$ cat src/rtl/fifo_rd_ctrl_if.sv
// fifo_rd_ctrl_if
// Groups the read-side FIFO signals: the synchronised write pointer, the
// memory read port, the output handshake, and the status/error lines.
//   rsync_ptr2   : gray write pointer, already synchronised into the read clock
//   mem_rdata    : memory read data (combinational read of raddr)
//   raddr        : memory read address
//   rptr         : registered gray read pointer, sent to the write domain
//   dout         : output-stage data word
//   dout_valid   : dout holds a word
//   dout_ready   : consumer accepts dout this cycle
//   empty        : memory holds no unread word (output stage excluded)
//   almost_empty : rlevel at or below the threshold
//   rlevel       : unread words in memory
//   ptr_err      : sticky pointer-corruption flag
//   clr_err      : synchronous clear of ptr_err
// The master modport is the controller's view; slave is the environment's view.
interface fifo_rd_ctrl_if #(
   parameter int DEPTH  = 8,
   parameter int DATA_W = 8
);
   localparam int AW = $clog2(DEPTH);

   logic [AW:0]       rsync_ptr2;
   logic [DATA_W-1:0] mem_rdata;
   logic [AW-1:0]     raddr;
   logic [AW:0]       rptr;
   logic [DATA_W-1:0] dout;
   logic              dout_valid;
   logic              dout_ready;
   logic              empty;
   logic              almost_empty;
   logic [AW:0]       rlevel;
   logic              ptr_err;
   logic              clr_err;

   modport master (
      input  rsync_ptr2, mem_rdata, dout_ready, clr_err,
      output raddr, rptr, dout, dout_valid, empty, almost_empty, rlevel, ptr_err
   );

   modport slave (
      output rsync_ptr2, mem_rdata, dout_ready, clr_err,
      input  raddr, rptr, dout, dout_valid, empty, almost_empty, rlevel, ptr_err
   );
endinterface

$ cat src/rtl/fifo_rd_ctrl.sv
// fifo_rd_ctrl
// Read-domain controller for the async FIFO. Owns the binary/gray read
// pointer, derives empty/almost-empty/level from the synchronised gray write
// pointer, and presents data through a registered first-word-fall-through
// output stage with a valid/ready handshake.
//   r_clk : read-domain clock
//   rst_n : asynchronous active-low reset
//   bus   : fifo_rd_ctrl_if master modport (pointers, memory port,
//           output handshake, status and error signals)
module fifo_rd_ctrl #(
   parameter int DEPTH         = 8,
   parameter int DATA_W        = 8,
   parameter int AEMPTY_THRESH = 2
) (
   input logic            r_clk,
   input logic            rst_n,
   fifo_rd_ctrl_if.master bus
);
   localparam int AW = $clog2(DEPTH);
   localparam logic [AW:0] DEPTH_W  = (AW+1)'(DEPTH);
   localparam logic [AW:0] AEMPTY_W = (AW+1)'(AEMPTY_THRESH);

   typedef enum logic {
      EMPTY_S = 1'b0,
      FULL_S  = 1'b1
   } state_t;

   state_t            state;
   logic [AW:0]       rbin;
   logic [AW:0]       rbin_inc;
   logic [AW:0]       rptr_q;
   logic [AW:0]       wbin_s;
   logic [AW:0]       level;
   logic [DATA_W-1:0] dout_q;
   logic              dout_valid_q;
   logic              ptr_err_q;
   logic              empty_c;
   logic              level_bad;
   logic              pop;

   // Gray to binary: each binary bit is the XOR of all gray bits at or above it.
   always_comb begin
      wbin_s = '0;
      for (int i = 0; i <= AW; i++) begin
         wbin_s[i] = ^(bus.rsync_ptr2 >> i);
      end
   end

   // Status is combinational on registered pointers. The level subtraction is
   // modulo 2^(AW+1), so it stays correct when either pointer wraps.
   assign empty_c   = (bus.rsync_ptr2 == rptr_q);
   assign level     = wbin_s - rbin;
   assign level_bad = (level > DEPTH_W);
   assign rbin_inc  = rbin + 1'b1;

   // A corrupt pointer blocks popping so a bogus level can never drain memory.
   assign pop = !empty_c && !level_bad && ((state == EMPTY_S) || bus.dout_ready);

   // Output stage, pointer and error flag. rptr is recomputed from the
   // incremented binary pointer so it is always the gray image of rbin.
   always_ff @(posedge r_clk or negedge rst_n) begin
      if (!rst_n) begin
         state        <= EMPTY_S;
         dout_valid_q <= 1'b0;
         dout_q       <= '0;
         rbin         <= '0;
         rptr_q       <= '0;
         ptr_err_q    <= 1'b0;
      end else begin
         if (pop) begin
            state        <= FULL_S;
            dout_valid_q <= 1'b1;
            dout_q       <= bus.mem_rdata;
            rbin         <= rbin_inc;
            rptr_q       <= rbin_inc ^ (rbin_inc >> 1);
         end else if ((state == FULL_S) && bus.dout_ready) begin
            state        <= EMPTY_S;
            dout_valid_q <= 1'b0;
         end

         // Setting wins over clearing while the corruption persists.
         if (level_bad) begin
            ptr_err_q <= 1'b1;
         end else if (bus.clr_err) begin
            ptr_err_q <= 1'b0;
         end
      end
   end

   assign bus.raddr        = rbin[AW-1:0];
   assign bus.rptr         = rptr_q;
   assign bus.dout         = dout_q;
   assign bus.dout_valid   = dout_valid_q;
   assign bus.empty        = empty_c;
   assign bus.rlevel       = level;
   assign bus.almost_empty = (level <= AEMPTY_W);
   assign bus.ptr_err      = ptr_err_q;
endmodule

$ cat src/flat_wrapper.sv
// flat-port wrapper written by rule: the top's interface ports become plain ports
module fifo_rd_ctrl_flat 
#(
   parameter int DEPTH         = 8,
   parameter int DATA_W        = 8,
   parameter int AEMPTY_THRESH = 2
)
  (r_clk, rst_n, bus_rsync_ptr2, bus_mem_rdata, bus_dout_ready, bus_clr_err, bus_raddr, bus_rptr, bus_dout, bus_dout_valid, bus_empty, bus_almost_empty, bus_rlevel, bus_ptr_err);
  fifo_rd_ctrl_if #(.DEPTH(DEPTH), .DATA_W(DATA_W)) bus_i ();
  input logic r_clk;
  input logic rst_n;
  input wire logic [$bits(bus_i.rsync_ptr2)-1:0] bus_rsync_ptr2;
  input wire logic [$bits(bus_i.mem_rdata)-1:0] bus_mem_rdata;
  input wire logic [$bits(bus_i.dout_ready)-1:0] bus_dout_ready;
  input wire logic [$bits(bus_i.clr_err)-1:0] bus_clr_err;
  output wire logic [$bits(bus_i.raddr)-1:0] bus_raddr;
  output wire logic [$bits(bus_i.rptr)-1:0] bus_rptr;
  output wire logic [$bits(bus_i.dout)-1:0] bus_dout;
  output wire logic [$bits(bus_i.dout_valid)-1:0] bus_dout_valid;
  output wire logic [$bits(bus_i.empty)-1:0] bus_empty;
  output wire logic [$bits(bus_i.almost_empty)-1:0] bus_almost_empty;
  output wire logic [$bits(bus_i.rlevel)-1:0] bus_rlevel;
  output wire logic [$bits(bus_i.ptr_err)-1:0] bus_ptr_err;
  assign bus_i.rsync_ptr2 = bus_rsync_ptr2;
  assign bus_i.mem_rdata = bus_mem_rdata;
  assign bus_i.dout_ready = bus_dout_ready;
  assign bus_i.clr_err = bus_clr_err;
  assign bus_raddr = bus_i.raddr;
  assign bus_rptr = bus_i.rptr;
  assign bus_dout = bus_i.dout;
  assign bus_dout_valid = bus_i.dout_valid;
  assign bus_empty = bus_i.empty;
  assign bus_almost_empty = bus_i.almost_empty;
  assign bus_rlevel = bus_i.rlevel;
  assign bus_ptr_err = bus_i.ptr_err;
  fifo_rd_ctrl #(.DEPTH(DEPTH), .DATA_W(DATA_W), .AEMPTY_THRESH(AEMPTY_THRESH)) u_core (.r_clk(r_clk), .rst_n(rst_n), .bus(bus_i));
endmodule
$ cat config.mk
export PLATFORM = sky130hd
export DESIGN_NAME = fifo_rd_ctrl_flat
export DESIGN_NICKNAME = d
export VERILOG_FILES = /design/src/rtl/fifo_rd_ctrl_if.sv /design/src/rtl/fifo_rd_ctrl.sv /design/src/flat_wrapper.sv
export SDC_FILE = /design/constraint.sdc
export NUM_CORES = 1
export LEC_CHECK = 0
export BUFFER_PORTS_ARGS = -buffer_cell sky130_fd_sc_hd__buf_2
export CAP_MARGIN = 20
export CORE_UTILIZATION = 50
export CTS_CLUSTER_DIAMETER = 100
export DETAILED_ROUTE_END_ITERATION = 8
export HOLD_SLACK_MARGIN = 0.03
export PLACE_DENSITY = 0.82
export SLEW_MARGIN = 40
export SYNTH_ARGS = -nofsm -noshare
export SYNTH_HDL_FRONTEND = slang
export SYNTH_SLANG_ARGS = --single-unit
export TNS_END_PERCENT = 5
$ cat constraint.sdc
create_clock -name r_clk -period 6.73 [get_ports r_clk]
set_input_delay 1.6825 -clock r_clk [delete_from_list [all_inputs] [get_ports r_clk]]
set_output_delay 1.6825 -clock r_clk [all_outputs]
set_load 0.05 [all_outputs]
==> results of run 1 <==
## sequential cells by signal, indices dropped and copies added, names as in the netlist
register / cells
u_core.bus.rptr: 4
u_core.rbin: 3
u_core.bus.ptr_err: 1
u_core.bus.dout: 8
u_core.bus.dout_valid: 1
## cells in the mapped netlist (2+ instances only)
cell	number	area [um2]
dfrtp_1	17	425
xnor2_1	11	96.3
mux2_4	9	135
inv_1	6	22.5
xor2_1	5	43.8
ha_1	4	50.1
nand2_1	4	15.0
mux2_2	3	33.8
nand4_1	3	18.8
o21ai_0	2	10.0
## cell families after synthesis
group	count (synthesis)	share of synthesized area, %
compound gates	4	2.57
flops	17	43.6
fa+ha+maj	5	7.19
xor+xnor	16	14.4
buf+inv	8	5.52
mux	12	17.3
simple gates	15	9.37
## worst max path at each step
stage,from,to,slack [ns]
2_1_floorplan,bus_rsync_ptr2[3],bus_almost_empty,0.47
3_3_place_gp,bus_rsync_ptr2[3],bus_almost_empty,1.16
3_5_place_dp,bus_rsync_ptr2[3],bus_almost_empty,1.02
4_1_cts,bus_rsync_ptr2[3],bus_almost_empty,1.01
5_1_grt,bus_rsync_ptr2[3],bus_almost_empty,0.87
6_report,bus_rsync_ptr2[3],bus_almost_empty,1.03
## cell type report
type	instances	area, um2	area share [%]
inverter	6	22.5	1.89
clock buffer	4	26.3	2.21
sequential	17	425	35.7
timing repair buffer	38	190	16.0
tap	25	31.3	2.63
multi-input combinational	52	495	41.6
## critical path, stage by stage
cell and delay [ns]:
buf_2 0.12, xor2_1 0.22, xor2_1 0.40, ha_1 0.32
nor2b_1 0.14, o21a_1 0.17, or3_4 0.33, and2_2 0.21
a211oi_1 0.14, buf_2 0.29
## stage by stage
step	utilization, %	cell area (um2)
after floorplan	-	975
after global placement	65.3	1160
after detailed placement	65.3	1160
after CTS	66.8	1190
after global routing	66.8	1190
final	66.8	1190
## metal layers
metal	up-vias	GRT usage, %	part of all wire, %
met4	0	8.82	0.73
met3	2	2.35	5.1
met1	337	24.8	43
met5	-	0	0
met2	31	31.3	51
li1	340	-	-
==> metrics.txt, run 1 <==
global-route wire length before repair approximately 2.7 mm; share of cells above drive strength 1 47.9%; pre-CTS setup slack ~1.0 ns; Clk Latency, worst-skew pair approximately 0.28 ns; CTS clk-pin slew, worst paths 0.09 ns; max-cap viol count 0; Core Box Area 1780 um2; Slew Viols, Final 0; Reg2Reg Depth 8; fraction of registers with async set/reset 100%; critical path type primary input to output port; drt drc 0; clk sink count 17; Area growth, synth to finish 22.2%; Final Setup Violations 0; Relative slew margins 51.2%; Pre-antenna DRT Iters 6; CTS tree done; largest net degree at the start of global routing 18; Post-Syn Instances 77; TritonCTS Buffers 3; Routed Antenna Nets 0; Netlist cell types 23; post-cts hold buffer count 0; hold wc startpoint u_core.bus.dout[0]; post-CTS sizing 0; Total Routing Usage GR 19.0%; die area 2130 um2; count of yosys warnings during synthesis 0; Routed WL per cell 12.6 um; min cycle time layout roughly 5.7 ns; cell total after placement 138; hold_ws 0.511 ns; Seq/Total Area, Yosys 43.6%; commonest non-fill, non-tap cell in the layout buf_2; reg2reg end u_core.bus.dout[5]; die width 46.2 um; final worst setup slack ~1.0 ns; Buffers on Ports 38; starting DRC count in detailed routing 5; unrepaired setup endpoints after global routing false; Worst Setup End Kind output port; H-Tree Depth 1; total grt overflow 0; worst slew pin tran 0.732 ns; Worst Skew 0.00766 ns; initial antenna violation count 0; fillcell total 145; Max Fclk 175 MHz; Setup TNS 0 ns; post-synthesis cell area between 900 and 1000 um2; Min-Delay Path Class flop to flop; final wirelength between 1.5 and 2 mm; commonest non-fill, non-tap cells in the layout 38 x buf_2, 17 x dfrtp_1, 11 x xnor2_1; status finished clean; Finished Layout Cells 142; Final Hold Viols 0; Longest Clk Path Bufs 2; RePlAce Congestion about 0.68; number of I/O pins 39; FF-to-FF setup slack 3.80 ns; total number of vias 710; post-DR vias/cell 5.00; Syn Nets 98; Worst EP required 5.05 ns; post-CTS setup buffers 0; number of cell rows 15; Avg Inst Size Synth between 10 and 15 um2; Final period util 84.8%; r2r startpoint u_core.rbin[0]; starting density of the core between 50% and 60%; Hold EP u_core.bus.dout[0]; Top FF cell, synth dfrtp_1; CP arrival about 4.0 ns; Ant. Diodes 0; crit-path max FO 3; Nets between 100 and 150; Clk Tree Root Cell clkbuf_4; vias in the first global route about 640; Hold Path Depth 1; Detail Placement HPWL 1.43 mm; chip height roughly 46 um; Post-synth EDFFs 0; startpoint types primary input; Yosys reg bits 17
Power of run 1 is left out: the tool's default activity adds up to more than one toggle a clock period on the data nets, which glitch-free logic cannot reach.
==> run 2: changes to the inputs <==
Settings changed: CORE_UTILIZATION 50 to 47, PLACE_DENSITY 0.82 to 0.78.
Clock period 6.73 ns to 5.94 ns, I/O delays scaled along.
==> metrics.txt, run 2 (synthesis gave the netlist of run 1 again) <==
Max Fclk approximately 190 MHz; Final Hold Viols 0 (unchanged); RePlAce Congestion 0.627 (was 0.677); max-cap viol count 0 (unchanged); max incr delay on CP 0.36 ns (was 0.40 ns); die area 2260 um2 (was 2130 um2); FF-to-FF setup slack 3.03 ns (was 3.80 ns); initial antenna violation count 0 (unchanged); crit-path leading delay family simple AND/OR/NAND/NOR gates (unchanged); multi-input logic area 495 um2 (unchanged); final wirelength 1.73 mm (was 1.79 mm); Slowest cell on crit path xor2_1 (unchanged); crit-path max FO 3 (unchanged); placed cell areas 1170 um2 (was 1160 um2); CTS tree done (unchanged); post-CTS sizing 0 (unchanged); Routed WL per cell 12.0 um (was 12.6 um); Buffers on Ports 38 (unchanged); chip height 47.5 um (was 46.2 um); Nets 139 (unchanged); post-DR vias/cell 4.94 (was 5.00); Clk Latency, worst-skew pair 0.28 ns (about the same); commonest non-fill, non-tap cell in the layout buf_2 (unchanged); number of cell rows 16 (was 15); Worst Skew 0.00136 ns (was 0.00766 ns); Relative slew margins 50.3% (was 51.2%); Largest register FFs 8 (unchanged); Slew Viols, Final 0 (unchanged); drt drc 0 (unchanged); total number of vias 711 (was 710); Detail Placement HPWL 1.40 mm (was 1.43 mm); Min-Delay Path Class flop to flop (unchanged); global-route wire length before repair 2.63 mm (was 2.73 mm); worst path bufs/invs 2 (unchanged); Longest Clk Path Bufs 2 (unchanged); clk sink count 17 (unchanged); TritonCTS Buffers 3 (unchanged); Total Routing Usage GR 17.3% (was 19.0%); Ant. Diodes 0 (unchanged); Setup TNS 0 ns (unchanged); Final Cell Area 1190 um2 (about the same); vias in the first global route 625 (was 637); worst slew pin tran 0.746 ns (was 0.732 ns); Clk Tree Root Cell clkbuf_4 (unchanged); FF+latch area 425 um2 (unchanged); commonest non-fill, non-tap cells in the layout 38 x buf_2, 17 x dfrtp_1, 11 x xnor2_1 (unchanged); Worst EP required 4.45 ns (was 5.05 ns); CTS clk-pin slew, worst paths 0.09 ns (about the same); critical path type primary input to output port (unchanged); starting density of the core 49.7% (was 54.7%); startpoint types primary input (unchanged); cell-by-cell listing of the critical path buf_2 > xor2_1 > xor2_1 > ha_1 > nor2b_1 > o21a_1 > or3_4 > and2_2 > a211oi_1 > buf_2 (unchanged); status finished clean (unchanged); Core Box Area 1960 um2 (was 1780 um2); post-CTS setup buffers 0 (unchanged); Area growth, synth to finish 22.5% (was 22.2%); hold_ws 0.511 ns (about the same); Pre-antenna DRT Iters 4 (was 6); number of I/O pins 39 (unchanged); starting DRC count in detailed routing 5 (unchanged); total grt overflow 0 (unchanged); fillcell total 193 (was 145); share of cells above drive strength 1 47.9% (unchanged); Final period util 88.5%; Final Setup Violations 0 (unchanged); CP arrival 3.77 ns (was 4.02 ns); largest net degree at the start of global routing 18 (unchanged); unrepaired setup endpoints after global routing false (unchanged); min cycle time layout 5.26 ns; post-cts hold buffer count 0 (unchanged); Worst Setup End Kind output port (unchanged); Routed Antenna Nets 0 (unchanged); die width 47.5 um (was 46.2 um); H-Tree Depth 1 (unchanged)
run 2: cell counts in the layout (fill, tap and decap cells not counted):
No cell type changed its count.
run 2: worst register-to-register path, cell delays in order (launching register included):
cell	delay [ns]
dfrtp_1	0.49
ha_1	0.21
inv_1	0.05
fa_1	0.37
xor2_1	0.17
or3_1	0.33
nand3_2	0.13
and3_1	0.66
mux2_2	0.41
run 2: layout make-up:
type	instances	area share, %
clock buffer	4	2.20
inverter	6	1.89
sequential	17	35.6
timing repair buffer	38	15.9
tap	27	2.83
multi-input combinational	52	41.5
run 2: metal layers:
metal / global-route usage, % / wire length [um] / vias up
li1: - / - / 340
met1: 21.3 / 751 / 341
met2: 29.9 / 868 / 28
met3: 3.40 / 102 / 2
met4: 6.67 / 11 / 0
met5: 0 / 0 / -
run 2: worst paths after layout:
check	start	cells past startpoint	endpoint
worst min register to register	u_core.bus.dout[7]	1	u_core.bus.dout[7]
worst max-delay path	bus_rsync_ptr2[3]	10	bus_almost_empty
max in group asynchronous	rst_n	1	u_core.bus.rptr[2]
worst min-delay path	u_core.bus.dout[7]	1	u_core.bus.dout[7]
min in group asynchronous	rst_n	1	u_core.bus.dout[6]
worst max register to register	u_core.rbin[0]	8	u_core.bus.dout[5]
run 2: through the flow:
step	util [%]	cells	setup WS, ns
floorplan	-	77	0.0750
global placement	59.5	140	0.760
detailed placement	59.5	140	0.666
CTS	60.8	144	0.663
global route	60.8	144	0.503
finish	60.8	144	0.683
Power of run 2 is left out for the same reason.
